--- config.mk ---
export PLATFORM = sky130hd
export DESIGN_NAME = pe_mac_sequencer
export DESIGN_NICKNAME = d
export VERILOG_FILES = /design/src/rtl/pe_mac_sequencer.sv
export SDC_FILE = /design/constraint.sdc
export NUM_CORES = 1
export LEC_CHECK = 0
export ABC_AREA = 1
export CORE_UTILIZATION = 52
export CTS_BUF_LIST = sky130_fd_sc_hd__clkbuf_16
export DETAILED_ROUTE_END_ITERATION = 8
export PLACE_DENSITY_LB_ADDON = 0.15
export SLEW_MARGIN = 20
export SYNTH_ARGS = -nofsm -noshare
export SYNTH_HDL_FRONTEND = slang
export SYNTH_SLANG_ARGS = --single-unit
--- constraint.sdc ---
create_clock -name clk_i -period 3.6 [get_ports clk_i]
set_clock_uncertainty 0.05 [all_clocks]
set_input_delay 0.72 -clock clk_i [delete_from_list [all_inputs] [get_ports clk_i]]
set_output_delay 0.72 -clock clk_i [all_outputs]
set_load 0.01 [all_outputs]
--- src/rtl/pe_mac_sequencer.sv ---
// Sequencer for a single-PE MAC datapath: streams operand pairs into the PE and
// accumulates the sign-extended truncated products into a dot-product result.
module pe_mac_sequencer #(
  parameter int DATA_WIDTH = 16,
  parameter int ACC_WIDTH  = 32,
  parameter int LEN_WIDTH  = 8
) (
  input  logic                  clk_i,
  input  logic                  rst_i,
  input  logic                  start_i,
  input  logic [LEN_WIDTH-1:0]  len_i,
  output logic                  busy_o,
  input  logic                  in_valid_i,
  output logic                  in_ready_o,
  input  logic [DATA_WIDTH-1:0] in_a_i,
  input  logic [DATA_WIDTH-1:0] in_b_i,
  output logic [DATA_WIDTH-1:0] pe_operand_a_o,
  output logic [DATA_WIDTH-1:0] pe_operand_b_o,
  input  logic [DATA_WIDTH-1:0] pe_result_i,
  output logic                  out_valid_o,
  input  logic                  out_ready_i,
  output logic [ACC_WIDTH-1:0]  out_acc_o
);

  typedef enum logic [1:0] {
    IDLE  = 2'd0,
    RUN   = 2'd1,
    DRAIN = 2'd2,
    DONE  = 2'd3
  } state_t;

  state_t                 state_r;
  logic [LEN_WIDTH-1:0]   remaining_r;
  logic                   s1_v_r;
  logic [ACC_WIDTH-1:0]   acc_r;
  logic                   in_hs_s;

  function automatic logic [ACC_WIDTH-1:0] sext_result(input logic [DATA_WIDTH-1:0] v);
    return ACC_WIDTH'($signed(v));
  endfunction

  assign in_hs_s   = in_valid_i && in_ready_o;
  assign out_acc_o = acc_r;

  // Job FSM, operand stage and accumulator; handshake flags are registered from the next state.
  always_ff @(posedge clk_i or posedge rst_i) begin
    if (rst_i) begin
      state_r        <= IDLE;
      remaining_r    <= '0;
      s1_v_r         <= 1'b0;
      acc_r          <= '0;
      pe_operand_a_o <= '0;
      pe_operand_b_o <= '0;
      busy_o         <= 1'b0;
      in_ready_o     <= 1'b0;
      out_valid_o    <= 1'b0;
    end else begin
      // The product of the pair loaded last edge is consumed now; a new load re-arms s1_v.
      if (s1_v_r) begin
        acc_r <= acc_r + sext_result(pe_result_i);
      end else begin
        acc_r <= acc_r;
      end
      s1_v_r <= 1'b0;

      case (state_r)
        IDLE: begin
          if (start_i) begin
            acc_r       <= '0;
            remaining_r <= len_i;
            busy_o      <= 1'b1;
            if (len_i != '0) begin
              state_r    <= RUN;
              in_ready_o <= 1'b1;
            end else begin
              state_r     <= DONE;
              out_valid_o <= 1'b1;
            end
          end else begin
            state_r <= IDLE;
          end
        end
        RUN: begin
          if (in_hs_s) begin
            pe_operand_a_o <= in_a_i;
            pe_operand_b_o <= in_b_i;
            s1_v_r         <= 1'b1;
            remaining_r    <= remaining_r - LEN_WIDTH'(1);
            if (remaining_r == LEN_WIDTH'(1)) begin
              state_r    <= DRAIN;
              in_ready_o <= 1'b0;
            end else begin
              state_r <= RUN;
            end
          end else begin
            state_r <= RUN;
          end
        end
        DRAIN: begin
          state_r     <= DONE;
          in_ready_o  <= 1'b0;
          out_valid_o <= 1'b1;
        end
        DONE: begin
          if (out_ready_i) begin
            state_r     <= IDLE;
            out_valid_o <= 1'b0;
            busy_o      <= 1'b0;
          end else begin
            state_r <= DONE;
          end
        end
        default: begin
          state_r     <= IDLE;
          busy_o      <= 1'b0;
          in_ready_o  <= 1'b0;
          out_valid_o <= 1'b0;
        end
      endcase
    end
  end

endmodule

# Word-level counts from Yosys, hierarchy flattened
# Index checks and enable logic that the tools add are counted.
[word_totals]
regBits = 78
ramBits = 0
mem_bits_ro = 0
elab_cells = 58
mem_count = 0
out_inout_bits = 67
latch_bits = 0
[classes]
shifts = 0
div = 0
bitwise = 0
multipliers = 0
eq_ne = 10
reduce_logical = 12
add_sub_neg = 2
mux = 25
n_lt_le_gt_ge = 0
[ops]
columns = ["op", "count"]
rows = [
  ["2-to-1 mux 32 bit", 3],
  ["adder 32 bit", 1],
  ["2-to-1 mux 8 bit", 2],
  ["one-hot mux 8 bit (2 select lines)", 1],
  ["!= test 2 bit, second input constant", 6],
  ["2-to-1 mux 1 bit", 10],
  ["2-to-1 mux 2 bit", 5],
  ["== test 8 x 1 -> 1 bit, second input constant", 1],
  ["one-hot mux 2 bit (4 select lines)", 1],
  ["nonzero test 8 bit", 1],
  ["subtractor 8 x 1 -> 8 bit, second input constant", 1],
  ["one-hot mux 1 bit (3 select lines)", 2],
  ["AND reduction 3 bit", 2],
  ["nonzero test 3 bit", 2],
  ["AND reduction 5 bit", 1],
  ["== test 2 bit, second input constant", 2],
  ["AND reduction 4 bit", 1],
  ["nonzero test 2 bit", 2],
  ["== test 2 x 1 -> 1 bit, second input constant", 1],
  ["zero test 2 bit", 1],
  ["one-hot mux 1 bit (2 select lines)", 1],
  ["AND reduction 2 bit", 1],
  ["logical AND 1 bit", 1],
]

# Depth between registers and ports, before layout
[depth]
depth_word = 4
mapped_depth = 13

# Least setup slack after synthesis
# Ideal clock, no wire load.
[synth_path]
path_kind = "input to register"
startpoint = "input port pe_result_i[0]"
endpoint = "register acc_r[16] (netlist: out_acc_o[16])"
required_ns = 3.433
setup_time_ns = 0.117
path_stages = 12
setup_slack_ns = 1.396
arrival_ns = 2.037
n_path_buf = 0
cell_sequence = "ha_1 > fa_1 > nand3_1 > nand3_1 > nand2_1 > nand2_1 > nand2_1 > nand2_1 > nand2_1 > nand2_1 > o21ai_1 > inv_1"
[synth_between]
elab_chain_cells = 4
[synth_rtl]
columns = ["item", "line", "text"]
rows = [
  ["start: declaration", "19", "input logic [DATA_WIDTH-1:0] pe_result_i,"],
  ["adder 32 bit *", "60", "acc_r <= acc_r + sext_result(pe_result_i);"],
  ["2-to-1 mux 32 bit *", "59", "if (s1_v_r) begin"],
  ["2-to-1 mux 32 bit", "68", "if (start_i) begin"],
  ["2-to-1 mux 32 bit *", "66", "case (state_r)"],
  ["end signal: assignment", "60", ""],
  ["end signal: assignment", "62", "acc_r <= acc_r;"],
  ["end: declaration", "35", "logic [ACC_WIDTH-1:0] acc_r;"],
]
# Every way passes the cells marked *; elsewhere a longest branch is shown, timed or not.
# A chain may end at the register's enable or synchronous reset.

# Worst setup path in the final report
[layout_path]
startpoint = "input port pe_result_i[15]"
endpoint = "register acc_r[29] (netlist: out_acc_o[29])"
# Same word-level chain as after synthesis.

==> impl_results.md <==
- Max-slew violation count: 0
- Slew @ Worst Pin: 737 ps
- M2 GR Usage: between 40% and 50%
- Arrival time worst endpoint: around 2800 ps
- Post-route ant nets: 0
- Clk slew on worst S/H paths: 60 ps
- Post-CTS setup buffer count: 0
- Worst-Skew Late Latency: 340 ps
- Crit end category: register
- Total GRT Usage: a little over a quarter
- First-pass DRT Iterations: 4
- Post-synthesis instance total: 925
- R2R cell count: 9
- Iter 0 DRT Violations: 323
- Rows: 38
- Status: finished clean
- DRC Markers: 0
- Max frequency: roughly 400 MHz
- Synth unique cells: 40
- Vias in the first global route: 5464
- TritonCTS buffer count: 9
- Post-CTS Hold Fix Bufs: 0
- Most common cell after layout, fill and taps aside: nand2_1
- Final Cell Area: 7650 um2
- CTS HTree Levels: 3
- Hold Crit Start: pe_operand_a_o[6]
- Synthesized net count: 1024
- Final TNS setup: 0 ps
- Area leader, netlist: dfrtp_1
- Post-cts resize count: 0
- WL per Instance: 12.5 um
- Ports: 128
- Critical path launch point: pe_result_i[15]
- Final #Nets: 1153
- Avg Vias per Cell: 4.91
- Root Driver: clkbuf_16
- Final Cycle Share: between 70% and 80%
- Final hold violations: 0
- Seq/Total Area, Yosys: 33.1%
- Critical Path RT: 3790 ps
- Die span in x: about 110 um
- Syn avg cell area: approximately 6.4 um2
- Most frequent cells in the layout: 345 x nand2_1, 160 x inv_1, 127 x clkdlybuf4s50_1
- Met3 GRT Util: 7.29%
- Crit path max fanout: 17
- Slew HR: between 50% and 60%
- Initial antenna violation count: 0
- R2R Path Start: state_r[1]
- Startpoint Class: primary input
- Power density over the cells: between 700 and 800 nW/um2
- Maxcap violations: 0
- Final setup violation count: 0
- #FFs+latches synth: 78
- Worst Setup Path Type: primary input to register
- Worst min path class: register to register
- TritonCTS clock tree: built
- Vias post-DR: 5886
- Peak VDD IR: approximately 0.48 mV
- Post-synthesis cell area: 5900 um2
- Layout Area Growth over Synthesis: 29.8%
- Top post-synthesis cells by area: dfrtp_1 33%, nand2_1 22%, inv_1 10%
- RSZ-0062 raised after global routing: false
- FF-to-FF setup slack: 1480 ps
- Routed wire length: around 15000 um
- CTS max path bufs: 2
- Layout cells sized above 1: 6.04%
- Largest net degree at the start of global routing: 41
- Final GP Congestion: 0.956
- Hpwl dp: between 10000 and 15000 um
- I/O Buffers: roughly 130
- Most used routing layer: met2
- Synth Warn #: 0
- Die Ht: 108 um
- Final critical-path required period: 2560 ps
- Tot Pwr: 5.86 mW
- Met1 Usage GRT: about 36%
- Core area: 10900 um2
- Leakage power: between 4 and 5 nW
- End of the worst register-to-register path: remaining_r[6]
- Placed cell area: 7340 um2
- Ant diodes: 0
- Worst Setup EP: out_acc_o[29]
- Die area: 11800 um2
- GR Overflow Total: 0
- Starting Density: 53.9%
- First-pass GRT wire length: roughly 25000 um
- Top-area cell type share of the netlist area: roughly a third
- Clock Sinks: 78
-- sequential cells by signal, summed over array words and instances, names as in the netlist --
| register | flops |
|---|---|
| state_r | 2 |
| s1_v_r | 1 |
| out_valid_o | 1 |
| in_ready_o | 1 |
| pe_operand_a_o | 16 |
| out_acc_o | 32 |
| busy_o | 1 |
| remaining_r | 8 |
| pe_operand_b_o | 16 |
-- through the flow --
step | utilization (%) | hold WS (ps) | worst slack [ps] | std cells
finish | 70.0 | 427 | 1040 | 1199
global route | 70.0 | 442 | 810 | 1199
CTS | 70.0 | 430 | 1050 | 1199
detailed placement | 67.1 | 414 | 717 | 1183
global placement | 67.1 | 410 | 735 | 1183
floorplan | - | 419 | 835 | 925
-- per-layer routing --
metal  wire length [um]  part of all wire, %  vias up
met5                  0                    0        -
met4                396                  2.6        0
met3               1060                  7.0       27
met2               6580                   44      175
met1               6960                   46     2602
li1                   -                    -     3082
-- layout make-up --
| class | instances | area (um2) |
|---|---|---|
| inverter | 169 | 636 |
| multi-input combinational | 662 | 3240 |
| clock buffer | 9 | 225 |
| clock inverter | 7 | 90.1 |
| sequential | 78 | 1950 |
| fill | 976 | 3280 |
| tap | 140 | 175 |
| timing repair buffer | 134 | 1340 |
-- how the worst min path moves through the flow --
stage,cells after the start,endpoint,slack [ps]
after floorplan,2,remaining_r[5],420
after global placement,2,pe_operand_a_o[1],410
after detailed placement,2,pe_operand_b_o[12],410
after CTS,2,pe_operand_a_o[14],430
after global routing,2,pe_operand_a_o[6],440
final,2,pe_operand_a_o[6],430
-- cell usage after synthesis (all sizes together) --
cell type and count:
o21bai 3, inv 167, o32ai 1, a21o 1
nor3 3, xor2 8, o211ai 6, nand2 362
nand4 6, a21oi 31, a31oi 1, fa 1
clkinv 2, nor2 105, a22o 1, nor4 1
buf 10, a22oi 1, and2 1, xnor2 3
o21ai 31, nand3 53, ha 37, dfrtp 78
nand3b 1, clkbuf 6, or2 3, o22ai 2
-- worst max-delay path, cell delays in order --
cell             delay (ps)
clkdlybuf4s50_1         460
buf_4                   240
ha_1                    330
nand2_1                 160
inv_1                    60
a21oi_1                 160
nand2_1                 120
a21oi_1                 180
nand2_1                  80
nand2_1                  70
nand3_1                  70
nand2_1                  60
inv_1                    30
-- cells by family (layout without fill, tap and decap cells) --
| logic type | Yosys count | count (layout) | share of synthesized area (%) |
|---|---|---|---|
| simple gates | 535 | 535 | 37.8 |
| fa+ha+maj | 38 | 38 | 8.19 |
| compound gates | 78 | 78 | 7.34 |
| flops | 78 | 78 | 33.1 |
| buf+inv | 185 | 319 | 11.9 |
| xor+xnor | 11 | 11 | 1.63 |
-- power breakdown --
| group | switching (mW) | internal [mW] | leakage, nW | total, mW |
|---|---|---|---|---|
| combinational | 1.93 | 1.44 | 3.13 | 3.37 |
| clock | 0.372 | 0.603 | 0.158 | 0.975 |
| sequential | 0.269 | 1.25 | 0.984 | 1.52 |
Power figures use the tool's default switching activity.
